===== config.mk =====
export PLATFORM = sky130hd
export DESIGN_NAME = turf_cmd_serializer
export DESIGN_NICKNAME = d
export VERILOG_FILES = /design/src/rtl/turf_cmd_serializer.sv
export SDC_FILE = /design/constraint.sdc
export NUM_CORES = 1
export LEC_CHECK = 0
export CAP_MARGIN = 5
export CORE_ASPECT_RATIO = 1.1
export CORE_MARGIN = 3
export CORE_UTILIZATION = 50
export DETAILED_ROUTE_END_ITERATION = 8
export PLACE_DENSITY = 0.78
export REMOVE_ABC_BUFFERS = 1
export SLEW_MARGIN = 40
export SYNTH_ARGS = -nofsm -noshare
export SYNTH_HDL_FRONTEND = slang
export SYNTH_SLANG_ARGS = --single-unit

===== constraint.sdc =====
create_clock -name clk33_i -period 4.1 [get_ports clk33_i]
set_clock_uncertainty 0.2 [all_clocks]
set_input_delay 1.23 -clock clk33_i [delete_from_list [all_inputs] [get_ports clk33_i]]
set_output_delay 1.23 -clock clk33_i [all_outputs]
set_load 0.005 [all_outputs]

===== src/rtl/turf_cmd_serializer.sv =====
// turf_cmd_serializer
//   Serializes one trigger command per accept into a fixed-length frame that
//   is broadcast on one serial CMD line per SURF:
//     start bit (1), buffer[1:0] MSB first, evid[31:0] MSB first, parity.
//   The parity bit is the XOR of the 34 buffer/evid bits, so the data bits
//   plus the parity bit always carry an even number of ones.
//   A frame is followed by GUARD idle cycles before the next accept.
//
// Ports
//   clk33_i        sole clock, rising edge
//   rst_i          synchronous, active-high reset
//   cmd_valid_i    command offered by the trigger logic
//   cmd_ready_o    high only while idle; an accept is valid & ready
//   evid_i         event ID, captured on accept
//   buffer_i       SURF hold-buffer number, captured on accept
//   surf_mask_i    1 = lane disabled for this frame, captured on accept
//   cmd_o          registered serial command line per SURF
//   frame_done_o   one-cycle pulse while the parity bit is on cmd_o
//   frame_count_o  completed-frame counter, wraps at 16 bits
module turf_cmd_serializer #(
    parameter int NUM_SURFS = 12,
    parameter int GUARD     = 4
) (
    input  logic                 clk33_i,
    input  logic                 rst_i,
    input  logic                 cmd_valid_i,
    output logic                 cmd_ready_o,
    input  logic [31:0]          evid_i,
    input  logic [1:0]           buffer_i,
    input  logic [NUM_SURFS-1:0] surf_mask_i,
    output logic [NUM_SURFS-1:0] cmd_o,
    output logic                 frame_done_o,
    output logic [15:0]          frame_count_o
);

    typedef enum logic [2:0] {
        ST_IDLE,
        ST_START,
        ST_BUF,
        ST_EVID,
        ST_PARITY,
        ST_GUARD
    } state_t;

    state_t               state;
    logic [4:0]           cnt;
    logic [33:0]          shreg;    // {buffer, evid}; bit 33 is the next bit out
    logic                 par;
    logic [NUM_SURFS-1:0] lane_en;  // inverted mask captured at accept

    // Ready is a pure function of state so it never depends on cmd_valid_i.
    assign cmd_ready_o = (state == ST_IDLE);

    // Replicate one frame bit onto every enabled lane; disabled lanes stay 0.
    function automatic logic [NUM_SURFS-1:0] drive_lanes(
        input logic                 bit_val,
        input logic [NUM_SURFS-1:0] en
    );
        return en & {NUM_SURFS{bit_val}};
    endfunction

    // cmd_o is loaded with the bit belonging to the state being entered, so
    // the line value and the state always change on the same edge.
    always_ff @(posedge clk33_i) begin
        if (rst_i) begin
            state         <= ST_IDLE;
            cnt           <= '0;
            cmd_o         <= '0;
            frame_done_o  <= 1'b0;
            frame_count_o <= '0;
        end else begin
            case (state)
                ST_IDLE: begin
                    if (cmd_valid_i) begin
                        state   <= ST_START;
                        shreg   <= {buffer_i, evid_i};
                        par     <= ^{buffer_i, evid_i};
                        lane_en <= ~surf_mask_i;
                        cmd_o   <= ~surf_mask_i;  // start bit
                    end
                end
                ST_START: begin
                    state <= ST_BUF;
                    cnt   <= '0;
                    cmd_o <= drive_lanes(shreg[33], lane_en);
                    shreg <= {shreg[32:0], 1'b0};
                end
                ST_BUF: begin
                    cmd_o <= drive_lanes(shreg[33], lane_en);
                    shreg <= {shreg[32:0], 1'b0};
                    if (cnt == 5'd1) begin
                        state <= ST_EVID;
                        cnt   <= '0;
                    end else begin
                        cnt <= cnt + 5'd1;
                    end
                end
                ST_EVID: begin
                    // The last evid bit is already on the line; load parity next.
                    if (cnt == 5'd31) begin
                        state        <= ST_PARITY;
                        cmd_o        <= drive_lanes(par, lane_en);
                        frame_done_o <= 1'b1;
                    end else begin
                        cmd_o <= drive_lanes(shreg[33], lane_en);
                        shreg <= {shreg[32:0], 1'b0};
                        cnt   <= cnt + 5'd1;
                    end
                end
                ST_PARITY: begin
                    state         <= ST_GUARD;
                    cnt           <= '0;
                    cmd_o         <= '0;
                    frame_done_o  <= 1'b0;
                    frame_count_o <= frame_count_o + 16'd1;
                end
                ST_GUARD: begin
                    if (cnt == 5'(GUARD - 1)) begin
                        state <= ST_IDLE;
                    end else begin
                        cnt <= cnt + 5'd1;
                    end
                end
                default: begin
                    state <= ST_IDLE;
                    cmd_o <= '0;
                end
            endcase
        end
    end

endmodule


==> reports/summary.txt <==
initial antenna violation count: 0
CTS Hold Bufs: 0
Worst R2R Setup Slack: 1420 ps
layout net count: 484
Max Fclk: 309 MHz
CP endpoint kind: output pin
Total Routing Usage GR: 18.4%
Worst R2R End: shreg[18]$_DFFE_PP_
design area: 5170 um2
Post-synth ARST share: 0%
CP max stage delay: 560 ps
register bit total from synthesis: 84
slew margin rel.: 48.0%
slowest CP cell: clkdlybuf4s50_1
CP arrival: 1810 ps
Synth warnings: 0
setup violators final: 0
Post-DP HPWL: 5660 um
CP endpoint: cmd_ready_o
layout cells sized above 1: 15.4%
Site Rows: 33
total gr overflow: 0
Post-synth top cells: edfxtp_1, dfxtp_1, nor2_1
worst r2r src: state[0]$_SDFFE_PP0P_
Worst IR Drop VDD: 281 uV
Final period util: 79.0%
area delta synth->final: 27.4%
DIE AREA: 9240 um2
EDFF count, synth: 47
Worst EP required: 2670 ps
Synth area leader: edfxtp_1
die width: 91.9 um
Cells after Synth: 355
Post-CTS Setup Inserts: 0
gpl congestion: 0.797
Initial Util: 52.9%
CTS root buffer: clkbuf_8
# diodes: 0
cell chain of the critical path: nor3_1 -> clkdlybuf4s50_1
H-Tree Level Count: 3
FILL cells: 592
top-area cell type share of the netlist area: 34.8%
input/output buffers: 78
Cell Count Post-Placement: 525
Worst-Margin Slew: 777 ps
Finished Layout Cells: 541
post-detailed-routing wire length: 8160 um
Pre-antenna DRT Iters: 4
top cells by area in the synthesized netlist: edfxtp_1, dfxtp_1, mux2_2
final worst slack: 860 ps
R2R cell count: 3
status: finished clean
antenna-violating nets left: 0
pwr/cell area: 567 nW/um2
Yosys cell types: 46
Core Area: 7680 um2
largest net degree at the start of global routing: 35
WL per Instance: 15.1 um
Hold Crit Class: reg -> reg
Sink Count: 84
post-synthesis sequential area ratio: 53.0%
startpoint types: flop
# IOs: 79
Final Hold Fails: 0
Max Root-Sink Buffers: 2
Post-DP Area: 4940 um2
most frequent cell after synthesis: edfxtp_1
fin crit period: 3240 ps
critical path peak fanout: 22
Max-Cap Viols: 0
Remaining DRCs: 0
critical path class: reg -> out
CTS tree: yes
TritonCTS buffer count: 9
Die Y: 101 um
global-route wire length before repair: 13500 um
RSZ-0062 raised after global routing: false
vias per cell: 5.32
CTS resizes: 0
worst slack, placed: 807 ps
Hold Slack: 307 ps
drt initial violations: 121
Hold Crit Depth: 2
P_leak: 1.90 nW
setup TNS: 0 ps
Post-synth top flop: edfxtp_1
Slew Viols, Final: 0
vias in the first global route: 2925
Worst-Skew Late Latency: 350 ps
total number of vias: 2878
syn_area_per_cell: 11.4 um2
Worst Setup SP: state[0]$_SDFFE_PP0P_
Clock transition at path regs: 80 ps
Syn Std Cell Area: 4060 um2
[how the worst min path moves through the flow]
stage                                  start                       endpoint  slack (ps)
3_5_place_dp             cnt[1]$_SDFFE_PP0P_            cnt[1]$_SDFFE_PP0P_         300
2_1_floorplan            cnt[1]$_SDFFE_PP0P_            cnt[1]$_SDFFE_PP0P_         260
3_3_place_gp             cnt[1]$_SDFFE_PP0P_            cnt[1]$_SDFFE_PP0P_         280
6_report                 cnt[1]$_SDFFE_PP0P_            cnt[1]$_SDFFE_PP0P_         310
5_1_grt        frame_count_o[9]$_SDFFE_PP0P_  frame_count_o[9]$_SDFFE_PP0P_         350
4_1_cts                  cnt[1]$_SDFFE_PP0P_            cnt[1]$_SDFFE_PP0P_         310
[flip-flops by register name, summed over array words and instances (netlist names)]
signal	flops
frame_count_o	16
lane_en	12
state	3
shreg	34
cnt	5
par	1
cmd_o	12
frame_done_o	1
[placed cells by master, fill, tap and decap left out, types with 4 or more instances in the layout]
cell	n
nand2_1	8
o32ai_1	12
a21oi_1	10
o21ai_0	7
nand3_1	6
clkdlybuf4s50_1	78
ha_1	4
edfxtp_1	47
nor3_1	6
and3_1	5
clkbuf_8	10
buf_4	6
xor2_1	12
xnor2_1	34
nor2_1	34
a22oi_1	13
mux2_2	33
inv_1	27
dfxtp_1	37
nand4_1	4
[area by class of cell]
| type | count | area (um2) | area share, % |
|---|---|---|---|
| Timing Repair Buffer | 84 | 826 | 16.0 |
| Clock buffer | 10 | 138 | 2.66 |
| Sequential cell | 84 | 2150 | 41.6 |
| Inverter | 27 | 101 | 1.96 |
| Tap cell | 105 | 131 | 2.54 |
| Clock inverter | 6 | 95.1 | 1.84 |
| Multi-Input combinational cell | 225 | 1730 | 33.4 |
[power breakdown]
part	internal, mW	switching [mW]	total [mW]
clock	0.366	0.308	0.674
combinational	0.534	0.466	1.00
sequential	1.15	0.109	1.26
[routing by layer]
metal	part of all wire, %	track usage, %	vias up
met1	44	22.9	1390
met4	1.7	7.54	0
li1	-	-	1409
met5	0	0	-
met2	49	30.3	67
met3	5.2	5.23	12
[worst max-delay path, delay by kind of cell (launching register included)]
family	cells	cell delay [ps]
AND/OR/NAND/NOR	1	370
flip-flops	1	540
buffers and inverters	1	560
[kinds of logic (layout without fill, tap and decap cells)]
kind of cell | after synthesis | after routing | share of synthesized area [%]
fa+ha+maj | 4 | 4 | 1.23
flops | 84 | 84 | 53.0
xor+xnor | 47 | 47 | 10.5
compound gates | 50 | 50 | 8.69
mux | 34 | 34 | 9.40
buf+inv | 46 | 127 | 4.90
simple gates | 90 | 90 | 12.3
[metrics by stage]
stage / utilization, % / total power, mW
after CTS: 67.3 / 2.96
after detailed placement: 64.3 / 2.29
after floorplan: - / 1.93
final: 67.3 / 2.93
after global placement: 64.2 / 2.25
after global routing: 67.3 / 3.11
Power figures use the tool's default switching activity.
